[src/rtl/ipu_int_ctrl.sv]
// -----------------------------------------------------------------------------
// ipu_int_ctrl -- interrupt priority unit
//
// Sits at the requesting end of the fetch-stage interrupt interface. It
// latches rising edges on the peripheral request lines into a pending vector
// and arbitrates among unmasked pending sources by fixed priority, where the
// lowest index wins. It then presents one interrupt at a time to fetch. A new
// request is only issued after the current handler has returned (RTI seen as
// int_done).
//
// Ports:
//   clk          system clock, all state updates on posedge
//   rst          synchronous active-high reset
//   irq_in       [NUM_SRC] peripheral request lines (rising edge = request)
//   irq_mask     [NUM_SRC] 1 = source blocked from dispatch (still latches)
//   int_ack      acknowledge from fetch
//   int_done     high for the cycle an RTI is in fetch
//   err_clr      clears the sticky timeout flag
//   ipu_int      registered interrupt request to fetch
//   int_id       [ID_W] index of the source being serviced
//   busy         controller is not idle
//   pending      [NUM_SRC] pending request vector
//   timeout_err  sticky flag: a request was abandoned for lack of int_ack
// -----------------------------------------------------------------------------
module ipu_int_ctrl #(
    parameter int NUM_SRC     = 4,
    parameter int ID_W        = 2,
    parameter int ACK_TIMEOUT = 15
) (
    input  logic               clk,
    input  logic               rst,
    input  logic [NUM_SRC-1:0] irq_in,
    input  logic [NUM_SRC-1:0] irq_mask,
    input  logic               int_ack,
    input  logic               int_done,
    input  logic               err_clr,
    output logic               ipu_int,
    output logic [ID_W-1:0]    int_id,
    output logic               busy,
    output logic [NUM_SRC-1:0] pending,
    output logic               timeout_err
);

    typedef enum logic [1:0] {
        ST_IDLE    = 2'b00,
        ST_REQ     = 2'b01,
        ST_SERVICE = 2'b10
    } state_t;

    state_t             state_r;
    state_t             state_next_s;
    logic [NUM_SRC-1:0] irq_prev_r;
    logic [NUM_SRC-1:0] pending_r;
    logic [NUM_SRC-1:0] pending_next_s;
    logic [ID_W-1:0]    int_id_r;
    logic [ID_W-1:0]    int_id_next_s;
    logic               ipu_int_r;
    logic               ipu_int_next_s;
    logic               busy_r;
    logic               busy_next_s;
    logic               timeout_err_r;
    logic               timeout_err_next_s;
    logic [7:0]         cnt_r;
    logic [7:0]         cnt_next_s;
    logic [7:0]         cnt_inc_s;

    logic [NUM_SRC-1:0] edge_s;
    logic [NUM_SRC-1:0] eligible_s;
    logic [NUM_SRC-1:0] clr_s;
    logic [ID_W-1:0]    winner_s;
    logic               found_s;
    logic               clr_en_s;
    logic               to_set_s;

    // Edge detection, arbitration and the pending-clear one-hot.
    always_comb begin
        edge_s     = irq_in & ~irq_prev_r;
        eligible_s = pending_r & ~irq_mask;
        found_s    = |eligible_s;
        winner_s   = {ID_W{1'b0}};
        // Scan from the top down so the lowest eligible index is left in winner_s.
        for (int i = NUM_SRC - 1; i >= 0; i--) begin
            winner_s = eligible_s[i] ? ID_W'(i) : winner_s;
        end
        for (int i = 0; i < NUM_SRC; i++) begin
            clr_s[i] = clr_en_s & (int_id_r == ID_W'(i));
        end
    end

    // Next-state and next-output logic of the dispatch FSM.
    always_comb begin
        state_next_s   = state_r;
        int_id_next_s  = int_id_r;
        ipu_int_next_s = 1'b0;
        cnt_next_s     = cnt_r;
        cnt_inc_s      = cnt_r + 8'd1;
        clr_en_s       = 1'b0;
        to_set_s       = 1'b0;
        case (state_r)
            ST_IDLE: begin
                if (found_s) begin
                    int_id_next_s  = winner_s;
                    ipu_int_next_s = 1'b1;
                    cnt_next_s     = 8'd0;
                    state_next_s   = ST_REQ;
                end else begin
                    int_id_next_s  = {ID_W{1'b0}};
                    ipu_int_next_s = 1'b0;
                end
            end
            ST_REQ: begin
                if (int_ack) begin
                    clr_en_s       = 1'b1;
                    ipu_int_next_s = 1'b0;
                    state_next_s   = ST_SERVICE;
                end else if (cnt_inc_s == 8'(ACK_TIMEOUT)) begin
                    // Abandon the request; the pending bit stays so IDLE retries it.
                    cnt_next_s     = cnt_inc_s;
                    ipu_int_next_s = 1'b0;
                    to_set_s       = 1'b1;
                    state_next_s   = ST_IDLE;
                end else begin
                    cnt_next_s     = cnt_inc_s;
                    ipu_int_next_s = 1'b1;
                end
            end
            ST_SERVICE: begin
                if (int_done) begin
                    int_id_next_s = {ID_W{1'b0}};
                    state_next_s  = ST_IDLE;
                end else begin
                    int_id_next_s = int_id_r;
                end
            end
            default: begin
                int_id_next_s = {ID_W{1'b0}};
                state_next_s  = ST_IDLE;
            end
        endcase

        // A new edge on the bit being acknowledged must survive the clear.
        pending_next_s = (pending_r & ~clr_s) | edge_s;

        // A new timeout takes precedence over a simultaneous err_clr.
        if (to_set_s) begin
            timeout_err_next_s = 1'b1;
        end else if (err_clr) begin
            timeout_err_next_s = 1'b0;
        end else begin
            timeout_err_next_s = timeout_err_r;
        end

        busy_next_s = (state_next_s != ST_IDLE);
    end

    // State and output registers with synchronous reset.
    always_ff @(posedge clk) begin
        irq_prev_r <= irq_in;
        if (rst) begin
            state_r       <= ST_IDLE;
            pending_r     <= {NUM_SRC{1'b0}};
            int_id_r      <= {ID_W{1'b0}};
            ipu_int_r     <= 1'b0;
            busy_r        <= 1'b0;
            timeout_err_r <= 1'b0;
            cnt_r         <= 8'd0;
        end else begin
            state_r       <= state_next_s;
            pending_r     <= pending_next_s;
            int_id_r      <= int_id_next_s;
            ipu_int_r     <= ipu_int_next_s;
            busy_r        <= busy_next_s;
            timeout_err_r <= timeout_err_next_s;
            cnt_r         <= cnt_next_s;
        end
    end

    assign ipu_int     = ipu_int_r;
    assign int_id      = int_id_r;
    assign busy        = busy_r;
    assign pending     = pending_r;
    assign timeout_err = timeout_err_r;

endmodule

[config.mk]
export PLATFORM = sky130hd
export DESIGN_NAME = ipu_int_ctrl
export DESIGN_NICKNAME = d
export VERILOG_FILES = /design/src/rtl/ipu_int_ctrl.sv
export SDC_FILE = /design/constraint.sdc
export NUM_CORES = 1
export LEC_CHECK = 0
export ABC_AREA = 1
export CAP_MARGIN = 20
export CELL_PAD_IN_SITES_DETAIL_PLACEMENT = 1
export CELL_PAD_IN_SITES_GLOBAL_PLACEMENT = 1
export CORE_MARGIN = 4
export CORE_UTILIZATION = 35
export DETAILED_ROUTE_END_ITERATION = 12
export PLACE_DENSITY = 0.86
export SKIP_CTS_REPAIR_TIMING = 1
export SLEW_MARGIN = 25
export SYNTH_ARGS = -nofsm -noshare
export SYNTH_HDL_FRONTEND = slang
export SYNTH_SLANG_ARGS = --single-unit
export TNS_END_PERCENT = 30
[constraint.sdc]
create_clock -name clk -period 2.36 [get_ports clk]
set_input_delay 0.708 -clock clk [delete_from_list [all_inputs] [get_ports clk]]
set_output_delay 0.708 -clock clk [all_outputs]
set_load 0.01 [all_outputs]
==> summary.md <==
| Metric | Value |
|---|---|
| Synthesized netlist cell count | `152` |
| Final WL | `2824 µm` |
| First-pass GRT wire length | `about 5100 µm` |
| Worst-skew pair later-pin latency | `0.31 ns` |
| Post-synth net total | `167` |
| Crit-path max FO | `4` |
| F_max | `roughly 0.5 GHz` |
| Dominant synthesized flop cell | `dfxtp_1` |
| Sink Count | `23` |
| Vias in the first global route | `roughly 1,200` |
| Peak supply drop | `0.0003269 V` |
| Setup violations, final | `0` |
| Largest area contributor in the netlist | `dfxtp_1` |
| Layout Skew | `0.006669 ns` |
| Via count | `1,076` |
| Mapped Avg Cell Area | `7.096 µm²` |
| Critical Path, Cell by Cell | `clkdlybuf4s50_1` |
| Port Buffer Count | `21` |
| Die X-Extent | `63.51 µm` |
| Hold Path Stages | `2` |
| HP Start | `timeout_err$_SDFFE_PP0P_` |
| Max transition margin | `82.81%` |
| FFs w/ async S/R, synth | `0%` |
| Synth area leaders | `dfxtp_1, nand2_1, inv_1` |
| Drt wl/cell | `13.58 µm` |
| Starting Density | `37.81%` |
| CP peak stage delay | `0.57 ns` |
| Crit path buf inv count | `1` |
| Drt pass-1 iters | `4` |
| Post-Syn Area | `1079 µm²` |
| Max Slew Vio Count | `0` |
| 1st-iter DRT viols | `between 50 and 60` |
| Startpoint types | `flop` |
| MaxCap Viol Count | `0` |
| Post-synth EDFFs | `0` |
| Critical path endpoint category | `output pin` |
| Share of cells above drive strength 1 | `about a tenth` |
| Gr ovfl total | `0` |
| Placed cell count | `about 200` |
| CP required | `approximately 1.7 ns` |
| YS warnings | `0` |
| Antenna Nets Post-Route | `0` |
| Path depth of the worst reg2reg path | `11` |
| R2R Path End | `state_r[0]$_SDFF_PP0_` |
| Core region area | `2853 µm²` |
| Worst-path clk slew | `0.12 ns` |
| Total Routing Usage GR | `15.43%` |
| Antenna Cells | `0` |
| Hold Fails Final Rpt | `0` |
| Depth of the CTS H-tree | `1` |
| Die H | `63.51 µm` |
| IO Pins | `22` |
| # rows | `19` |
| Vias/cell | `5.173` |
| Residual DRC | `0` |
| #FFs+latches synth | `23` |
| Worst hold-check path type | `flop to flop` |
| Leak | `~0.00056 µW` |
| FF-to-FF setup slack | `0.73 ns` |
| Period Utilization, post-route | `84.73%` |
| Critical path class | `flop to output pin` |
| # fillers | `roughly 380` |
| Largest net degree at the start of global routing | `13` |
| Root Buffer | `clkbuf_4` |
| Status | `completed` |
| Delay-heaviest family, CP | `buffers and inverters` |
| Post-DP HPWL | `2287 µm` |
| Fin nets | `193` |
| Syn-to-layout area delta | `25.87%` |
| Setup_tns | `0 ns` |
| Reg-to-reg critical path startpoint | `cnt_r[1]$_SDFFE_PP0P_` |
| Seq/Total Area, Yosys | `42.69%` |
| Worst Hold Path EP | `timeout_err$_SDFFE_PP0P_` |
| Worst-Margin Slew | `0.2578 ns` |
| Final Non-Filler Cells | `208` |
| WP data arrival | `~1.3 ns` |
| RSZ-0062 raised after global routing | `false` |
| Die area | `4034 µm²` |
| Pwr Density | `600.8 nW/µm²` |
| Synth top cells by count | `nand2_1, inv_1, dfxtp_1, nor2_1, a21oi_1` |
| Final Wtd Congestion | `0.8418` |
| TritonCTS Buffers | `3` |
| Distinct cell type count after synthesis | `21` |
| Share of the synthesized area in the top cell type | `42.69%` |
| Bufs on Longest Clock Path | `2` |
| Count leader, synth | `nand2_1` |
| Tmin final | `2.000 ns` |
| CTS tree | `done` |
| Initial antenna violation count | `0` |
| CP max stage cell | `clkdlybuf4s50_1` |
==> sequential cells by signal (all words and copies together), names as in the netlist <==
signal and count:
busy 1, int_id 2, ipu_int 1, state_r 2, pending 4, cnt_r 8
timeout_err 1, irq_prev_r 4
==> kinds of logic after synthesis <==
kind of cell	Yosys count	share of synthesized area, %
fa+ha+maj	2	2.320
flops	23	42.69
simple gates	70	29.81
buf+inv	28	9.745
compound gates	29	15.43
==> stage by stage <==
step	setup WS [ns]	power (µW)	util (%)	hold slack (ns)	area, µm²
after global placement	0.2054	637.3	46.67	0.4596	1331
final	0.3603	815.7	47.59	0.4798	1358
after floorplan	0.8328	562.7	-	0.4517	1079
after detailed placement	0.1838	647.4	46.67	0.4644	1331
after global routing	0.2894	878.8	47.59	0.5183	1358
after CTS	0.3445	827.0	47.59	0.4815	1358
==> layout make-up <==
class	instances	area, µm²	share of cell area, %
well taps	31	38.79	2.857
inverters	27	101.3	7.465
clock buffers	4	26.28	1.935
multi-input cells	101	513.0	37.79
repair buffers	22	217.7	16.04
flip-flops and latches	23	460.4	33.92
==> placed cells by master, fill, tap and decap left out, types with 2 or more instances in the layout <==
master           count
ha_1                 2
dfxtp_1             23
clkbuf_4             3
o22ai_1              2
inv_1               24
nor2_1              18
o31ai_1              5
a21oi_1             12
nand2_2              5
inv_2                3
nand3_1             11
nor2_2               3
nand2_1             27
nand4_1              3
clkdlybuf4s50_1     21
o21ai_0              7
==> power by group <==
group	switching [µW]	leakage (µW)	internal (µW)
clock network	111	0.0000150	65.9
logic	103	0.000351	77.6
registers	35.9	0.000190	422
total	250	0.000556	565
==> tightest hold or removal path, cell delays in order (launching register included) <==
cell and delay, ns:
dfxtp_1 0.33, nand2_1 0.06, a21oi_1 0.06
==> worst max-delay path by stage <==
stage | start | to | slack [ns] | cells after the start
global placement | int_ack | cnt_r[0]$_SDFFE_PP0P_ | 0.21 | 9
detailed placement | int_ack | cnt_r[0]$_SDFFE_PP0P_ | 0.18 | 9
finish | int_id[1]$_SDFFE_PP0P_ | int_id[1] | 0.36 | 1
floorplan | int_ack | cnt_r[0]$_SDFFE_PP0P_ | 0.83 | 8
global route | int_id[1]$_SDFFE_PP0P_ | int_id[1] | 0.29 | 1
CTS | int_id[1]$_SDFFE_PP0P_ | int_id[1] | 0.34 | 1
==> per-layer routing <==
layer	wire, µm	vias to the layer above	share of wire [%]	global-route usage [%]
met5	0	-	0	0
met4	41	0	1.5	6.469
met3	67	6	2.4	2.309
met2	1468	18	52	28.03
met1	1247	510	44	17.74
li1	-	542	-	-
No activity file was read; power rests on OpenSTA's default activity.
